==> src/rtl/gpr_csr_regfile_if.sv <==
// rtl/gpr_csr_regfile_if.sv - writeback handshake bundle between retire stage and regfile
interface gpr_csr_regfile_if;
  logic        wb_valid;
  logic        wb_ready;
  logic        gpr_we;
  logic [3:0]  gpr_waddr;
  logic [31:0] gpr_wdata;
  logic        csr_we;
  logic [11:0] csr_waddr;
  logic [31:0] csr_wdata;
  logic        irq;
  logic [7:0]  irq_no;

  modport master (
    output wb_valid, gpr_we, gpr_waddr, gpr_wdata,
    output csr_we, csr_waddr, csr_wdata, irq, irq_no,
    input  wb_ready
  );

  modport slave (
    input  wb_valid, gpr_we, gpr_waddr, gpr_wdata,
    input  csr_we, csr_waddr, csr_wdata, irq, irq_no,
    output wb_ready
  );
endinterface

==> src/rtl/gpr_csr_regfile.sv <==
// rtl/gpr_csr_regfile.sv - RV32E GPRs, machine CSRs and RAW scoreboard at the writeback sink
module gpr_csr_regfile (
  input  logic                    clk,
  input  logic                    reset,
  gpr_csr_regfile_if.slave        wb,
  input  logic [3:0]              rs1_addr,
  input  logic [3:0]              rs2_addr,
  output logic [31:0]             rs1_data,
  output logic [31:0]             rs2_data,
  input  logic [11:0]             csr_raddr,
  output logic [31:0]             csr_rdata,
  output logic [31:0]             mtvec_o,
  output logic [31:0]             mepc_o,
  input  logic                    issue_valid,
  input  logic [3:0]              issue_rd,
  output logic                    hazard,
  output logic                    issue_full
);

  localparam logic [11:0] CSR_MSTATUS = 12'h300;
  localparam logic [11:0] CSR_MTVEC   = 12'h305;
  localparam logic [11:0] CSR_MEPC    = 12'h341;
  localparam logic [11:0] CSR_MCAUSE  = 12'h342;
  localparam logic [31:0] MSTATUS_RST = 32'h0000_1800;

  logic        wb_ready_q, wb_ready_d;
  logic [31:0] gpr_q [16];
  logic [31:0] gpr_d [16];
  logic [1:0]  cnt_q [16];
  logic [1:0]  cnt_d [16];
  logic [31:0] mstatus_q, mstatus_d;
  logic [31:0] mtvec_q, mtvec_d;
  logic [31:0] mepc_q, mepc_d;
  logic [31:0] mcause_q, mcause_d;

  logic wb_fire;
  logic gpr_wr;
  logic trap;
  logic csr_wr;

  assign wb.wb_ready = wb_ready_q;
  assign wb_fire     = wb.wb_valid && wb_ready_q;
  assign gpr_wr      = wb_fire && wb.gpr_we && (wb.gpr_waddr != 4'd0);
  assign trap        = wb_fire && wb.irq;
  assign csr_wr      = wb_fire && wb.csr_we && !wb.irq;

  assign mtvec_o = mtvec_q;
  assign mepc_o  = mepc_q;

  always_comb begin
    wb_ready_d = 1'b1;
    gpr_d      = gpr_q;
    if (gpr_wr) begin
      gpr_d[wb.gpr_waddr] = wb.gpr_wdata;
    end
    gpr_d[0] = '0;
  end

  // Trap entry takes priority and suppresses the beat's own CSR write.
  always_comb begin
    mstatus_d = mstatus_q;
    mtvec_d   = mtvec_q;
    mepc_d    = mepc_q;
    mcause_d  = mcause_q;
    if (trap) begin
      mepc_d             = wb.csr_wdata;
      mcause_d           = {24'h0, wb.irq_no};
      mstatus_d[7]       = mstatus_q[3];
      mstatus_d[3]       = 1'b0;
      mstatus_d[12:11]   = 2'b11;
    end else if (csr_wr) begin
      case (wb.csr_waddr)
        CSR_MSTATUS: mstatus_d = wb.csr_wdata;
        CSR_MTVEC:   mtvec_d   = wb.csr_wdata;
        CSR_MEPC:    mepc_d    = wb.csr_wdata;
        CSR_MCAUSE:  mcause_d  = wb.csr_wdata;
        default:     ;
      endcase
    end
  end

  // An issue and a retirement to the same register cancel, even at saturation.
  always_comb begin
    logic iss;
    logic ret;
    cnt_d[0] = 2'd0;
    for (int i = 1; i < 16; i++) begin
      iss      = issue_valid && (issue_rd == 4'(i));
      ret      = gpr_wr && (wb.gpr_waddr == 4'(i));
      cnt_d[i] = cnt_q[i];
      if (iss && ret) begin
        cnt_d[i] = cnt_q[i];
      end else if (iss && (cnt_q[i] != 2'd3)) begin
        cnt_d[i] = cnt_q[i] + 2'd1;
      end else if (ret && (cnt_q[i] != 2'd0)) begin
        cnt_d[i] = cnt_q[i] - 2'd1;
      end
    end
  end

  always_comb begin
    rs1_data = gpr_q[rs1_addr];
    if (gpr_wr && (wb.gpr_waddr == rs1_addr)) begin
      rs1_data = wb.gpr_wdata;
    end
    if (rs1_addr == 4'd0) begin
      rs1_data = '0;
    end
    rs2_data = gpr_q[rs2_addr];
    if (gpr_wr && (wb.gpr_waddr == rs2_addr)) begin
      rs2_data = wb.gpr_wdata;
    end
    if (rs2_addr == 4'd0) begin
      rs2_data = '0;
    end
  end

  always_comb begin
    case (csr_raddr)
      CSR_MSTATUS: csr_rdata = mstatus_q;
      CSR_MTVEC:   csr_rdata = mtvec_q;
      CSR_MEPC:    csr_rdata = mepc_q;
      CSR_MCAUSE:  csr_rdata = mcause_q;
      default:     csr_rdata = '0;
    endcase
  end

  assign hazard = ((rs1_addr != 4'd0) && (cnt_q[rs1_addr] != 2'd0)) ||
                  ((rs2_addr != 4'd0) && (cnt_q[rs2_addr] != 2'd0));
  assign issue_full = (issue_rd != 4'd0) && (cnt_q[issue_rd] == 2'd3);

  always_ff @(posedge clk) begin
    if (reset) begin
      wb_ready_q <= 1'b0;
      for (int i = 0; i < 16; i++) begin
        gpr_q[i] <= '0;
        cnt_q[i] <= 2'd0;
      end
      mstatus_q <= MSTATUS_RST;
      mtvec_q   <= '0;
      mepc_q    <= '0;
      mcause_q  <= '0;
    end else begin
      wb_ready_q <= wb_ready_d;
      gpr_q      <= gpr_d;
      cnt_q      <= cnt_d;
      mstatus_q  <= mstatus_d;
      mtvec_q    <= mtvec_d;
      mepc_q     <= mepc_d;
      mcause_q   <= mcause_d;
    end
  end

endmodule

==> src/flat_wrapper.sv <==
// flat-port wrapper written by rule: the top's interface ports become plain ports
module gpr_csr_regfile_flat 
  (clk, reset, rs1_addr, rs2_addr, rs1_data, rs2_data, csr_raddr, csr_rdata, mtvec_o, mepc_o, issue_valid, issue_rd, hazard, issue_full, wb_wb_valid, wb_gpr_we, wb_gpr_waddr, wb_gpr_wdata, wb_csr_we, wb_csr_waddr, wb_csr_wdata, wb_irq, wb_irq_no, wb_wb_ready);
  gpr_csr_regfile_if wb_i ();
  input  logic clk;
  input  logic reset;
  input  logic [3:0] rs1_addr;
  input  logic [3:0] rs2_addr;
  output logic [31:0] rs1_data;
  output logic [31:0] rs2_data;
  input  logic [11:0] csr_raddr;
  output logic [31:0] csr_rdata;
  output logic [31:0] mtvec_o;
  output logic [31:0] mepc_o;
  input  logic issue_valid;
  input  logic [3:0] issue_rd;
  output logic hazard;
  output logic issue_full;
  input wire logic [$bits(wb_i.wb_valid)-1:0] wb_wb_valid;
  input wire logic [$bits(wb_i.gpr_we)-1:0] wb_gpr_we;
  input wire logic [$bits(wb_i.gpr_waddr)-1:0] wb_gpr_waddr;
  input wire logic [$bits(wb_i.gpr_wdata)-1:0] wb_gpr_wdata;
  input wire logic [$bits(wb_i.csr_we)-1:0] wb_csr_we;
  input wire logic [$bits(wb_i.csr_waddr)-1:0] wb_csr_waddr;
  input wire logic [$bits(wb_i.csr_wdata)-1:0] wb_csr_wdata;
  input wire logic [$bits(wb_i.irq)-1:0] wb_irq;
  input wire logic [$bits(wb_i.irq_no)-1:0] wb_irq_no;
  output wire logic [$bits(wb_i.wb_ready)-1:0] wb_wb_ready;
  assign wb_i.wb_valid = wb_wb_valid;
  assign wb_i.gpr_we = wb_gpr_we;
  assign wb_i.gpr_waddr = wb_gpr_waddr;
  assign wb_i.gpr_wdata = wb_gpr_wdata;
  assign wb_i.csr_we = wb_csr_we;
  assign wb_i.csr_waddr = wb_csr_waddr;
  assign wb_i.csr_wdata = wb_csr_wdata;
  assign wb_i.irq = wb_irq;
  assign wb_i.irq_no = wb_irq_no;
  assign wb_wb_ready = wb_i.wb_ready;
  gpr_csr_regfile u_core (.clk(clk), .reset(reset), .wb(wb_i), .rs1_addr(rs1_addr), .rs2_addr(rs2_addr), .rs1_data(rs1_data), .rs2_data(rs2_data), .csr_raddr(csr_raddr), .csr_rdata(csr_rdata), .mtvec_o(mtvec_o), .mepc_o(mepc_o), .issue_valid(issue_valid), .issue_rd(issue_rd), .hazard(hazard), .issue_full(issue_full));
endmodule
==> config.mk <==
export PLATFORM = sky130hd
export DESIGN_NAME = gpr_csr_regfile_flat
export DESIGN_NICKNAME = d
export VERILOG_FILES = /design/src/rtl/gpr_csr_regfile_if.sv /design/src/rtl/gpr_csr_regfile.sv /design/src/flat_wrapper.sv
export SDC_FILE = /design/constraint.sdc
export NUM_CORES = 2
export LEC_CHECK = 0
export ABC_AREA = 1
export CORE_ASPECT_RATIO = 0.9
export CORE_MARGIN = 2
export CORE_UTILIZATION = 40
export CTS_CLUSTER_SIZE = 12
export DETAILED_ROUTE_END_ITERATION = 10
export GPL_TIMING_DRIVEN = 0
export HOLD_SLACK_MARGIN = 0.08
export PLACE_DENSITY = 0.59
export RECOVER_POWER = 100
export SYNTH_ARGS = -nofsm -noshare
export SYNTH_HDL_FRONTEND = slang
export SYNTH_SLANG_ARGS = --single-unit
==> constraint.sdc <==
create_clock -name clk -period 5.3 [get_ports clk]
set_input_delay 1.06 -clock clk [delete_from_list [all_inputs] [get_ports clk]]
set_output_delay 1.06 -clock clk [all_outputs]
set_load 0.02 [all_outputs]
==> impl_metrics.json <==
{
  "regArea_mm2": 0.01279,
  "synth_seq_cells": 639,
  "grt_pass1_wl_mm": 247.6,
  "die-area_mm2": 0.09202,
  "synth.distinct_cells": 33,
  "switchingPower_w": 0.003533,
  "drt_iter0_markers": 5871,
  "pwr-share-seq_pct": 40.5,
  "start_util_pct": 40.21,
  "dp_cells": 7330,
  "static-leakage-power_nw": 18.75,
  "synth.area.top_cells": "dfxtp_1, nand2_1, nand3_1",
  "crit_fanout": 10,
  "async_flop_share_pct": 0,
  "vias_per_cell": 5.581,
  "slowest_delay_ps": 630,
  "coreArea_mm2": 0.08914,
  "critPathKind": "in2out",
  "syn_inst": 5893,
  "holdBufCountCts": 0,
  "htreeDepth": 3,
  "ys_seq_area_share_pct": 35.69,
  "hold_violations": 0,
  "synth_area_mm2": 0.03584,
  "wire_per_inst_um": 22.99,
  "startpoint_type": "input pin",
  "synthesis.nets": 6012,
  "period_share_pct": 100.1,
  "io_buffers": 271,
  "p_comb_share_pct": 14.1,
  "power_density_mw_per_mm2": 283.7,
  "fmax_mhz": 188.5,
  "grt_usage_pct": 35.89,
  "rsz0062_at_grt": "false",
  "syn_to_final_growth_pct": 18.18,
  "synth_most_common_cell": "nand2_1",
  "pre_cts_ws_ps": -194.6,
  "final_nets": 6360,
  "slowest_stage": "clkdlybuf4s50_1",
  "die_x_um": 319.5,
  "num_vias": 41679,
  "maxSlewViolCount": 0,
  "fp-row-count": 104,
  "critical_path_required_ps": 4240,
  "antenna_found_initial": 11,
  "synth_common_cells": "nand2_1, nand3_1, dfxtp_1",
  "numCtsBuffers": 75,
  "setup_violations": 1,
  "drc": 0,
  "internal-power_w": 0.008483,
  "clockPowerShare_pct": 45.4,
  "layout.cells.non_filler": 7468,
  "maxCapViolations": 0,
  "grt_max_degree": 13,
  "synth-edff-count": 0,
  "place_congestion": 1.010,
  "crit_arrival_ps": 4240,
  "netSwitchingFraction_pct": 29.40,
  "grt_pass1_vias": 37843,
  "status": "finished with violations",
  "cts.sinks": 639,
  "path_cells": "clkdlybuf4s50_1 -> buf_2 -> clkbuf_4 -> clkbuf_2 -> nand3_1 -> nand2_1 -> nand2_1 -> nand2_1 -> inv_1 -> nand2_1 -> nand2_1 -> nand2_1 -> clkdlybuf4s50_1",
  "post-route-util_pct": 47.52,
  "ys.warnings.count": 0,
  "hold_class": "reg2reg",
  "cts_root_buffer": "clkbuf_16",
  "cp_common_cell": "nand2_1",
  "violations": "setup timing",
  "ios": 282,
  "synth.largest_area_cell": "dfxtp_1",
  "worstSkewPairLatency_ps": 660,
  "syn_avg_cell_area_um2": 6.082,
  "finClkSkew_ps": 19.54,
  "dpl.hpwl_mm": 132.8,
  "firstDrtPassIters": 7,
  "drtAntennaViolNets": 0,
  "setup_ws_ps": -3.789,
  "drive_gt1_share_pct": 4.826,
  "power_w": 0.01202,
  "crit_path_end_kind": "primary output",
  "fillers": 9474,
  "multi_input_area_mm2": 0.01872,
  "fin_crit_ps": 5304,
  "max_slew.worst_pin.slew_ps": 1263,
  "grt.overflow.total": 0,
  "path_clk_slew_ps": 60,
  "die_y_um": 288.0,
  "ys.flop_type": "dfxtp_1",
  "slew_headroom_pct": 15.78,
  "cts_tree": "done",
  "wirelength_mm": 171.7,
  "peakVddDrop_mv": 0.2652,
  "synth_top_area_share_pct": 35.69,
  "cts.path.max_buffers": 3
}
layer usage:
layer	part of all wire, %	up-vias	track usage (%)
li1	-	19698	-
met1	42	19335	48.67
met2	43	2247	54.89
met3	11	391	8.843
met4	3.8	8	13.58
met5	0.031	-	0
layout make-up:
| type | instances | area share, % |
|---|---|---|
| tap | 1166 | 3.444 |
| clock buffer | 110 | 5.243 |
| timing repair buffer | 271 | 6.389 |
| antenna | 3 | 0.01772 |
| clock inverter | 25 | 0.6853 |
| inverter | 567 | 5.024 |
| buffer | 478 | 4.794 |
| sequential | 639 | 30.20 |
| multi-input combinational | 4209 | 44.20 |
registers in the layout, summed over array words and instances, names as in the netlist:
name                cells
u_core.gpr_q          480
u_core.mtvec_o         32
u_core.mepc_o          32
u_core.mcause_q        32
u_core.wb.wb_ready      1
u_core.cnt_q           30
u_core.mstatus_q       32
path summary, 6_finish.rpt:
| kind | from | cells after the start | slack (ps) | endpoint |
|---|---|---|---|---|
| worst max-delay path | rs2_addr[1] | 13 | -4 | rs2_data[27] |
| worst min-delay path | u_core.cnt_q[9] | 2 | 470 | u_core.cnt_q[9] |
| worst max register to register | u_core.wb.wb_ready | 8 | 1830 | u_core.gpr_q[463] |
| worst min register to register | u_core.cnt_q[9] | 2 | 470 | u_core.cnt_q[9] |
layout by cell type (no fill, tap or decap), types with 18 or more instances in the layout:
cell             synthesis  final
buf_1                   50     36
clkdlybuf4s50_1          0    135
o21ai_0                440    463
buf_4                   17     18
dlygate4sd3_1            0    135
a211oi_1                12     27
clkbuf_1               252    310
nor2_1                 389    389
nand4_1                 36     37
nand3_1               1041   1046
dfxtp_1                639    639
buf_2                  156    122
inv_1                  551    555
nand2_1               1706   1707
a21oi_1                493    493
clkbuf_16                0     77
timing repair:
action | in CTS | in global routing
resized for setup | 5 | 7
endpoints found under the setup margin | 15 | 39
setup buffers | 0 | 0
gates cloned | 0 | 0
kinds of logic (layout without fill, tap and decap cells):
logic type | after synthesis | in the layout | share of synthesized area (%)
compound gates | 993 | 993 | 14.40
xor+xnor | 4 | 4 | 0.09773
buf+inv | 1045 | 1451 | 11.73
flops | 639 | 639 | 35.69
other cells | 0 | 3 | 0
simple gates | 3212 | 3212 | 38.09
per-stage QoR:
stage          instance area (um^2)  setup TNS (ps)  hold slack (ps)
4_1_cts                       42530               0            471.0
3_3_place_gp                  40010           -1415            446.9
2_1_floorplan                 35840               0            436.7
5_1_grt                       42350               0            491.2
3_5_place_dp                  40010           -1558            456.2
6_report                      42360          -3.789            469.9
power by group through the flow:
stage	logic (W)	clock network (W)	registers, W
after global routing	0.00179	0.00564	0.00487
after floorplan	0.000884	0	0.00499
after CTS	0.00165	0.00545	0.00487
final	0.00169	0.00545	0.00487
after detailed placement	0.00165	0	0.00498
after global placement	0.00164	0	0.00498
worst max-delay path, delay by kind of cell:
kind          cells  cell delay (ps)
simple gates      7              740
buf+inv           6             2400
Power figures use the tool's default switching activity.
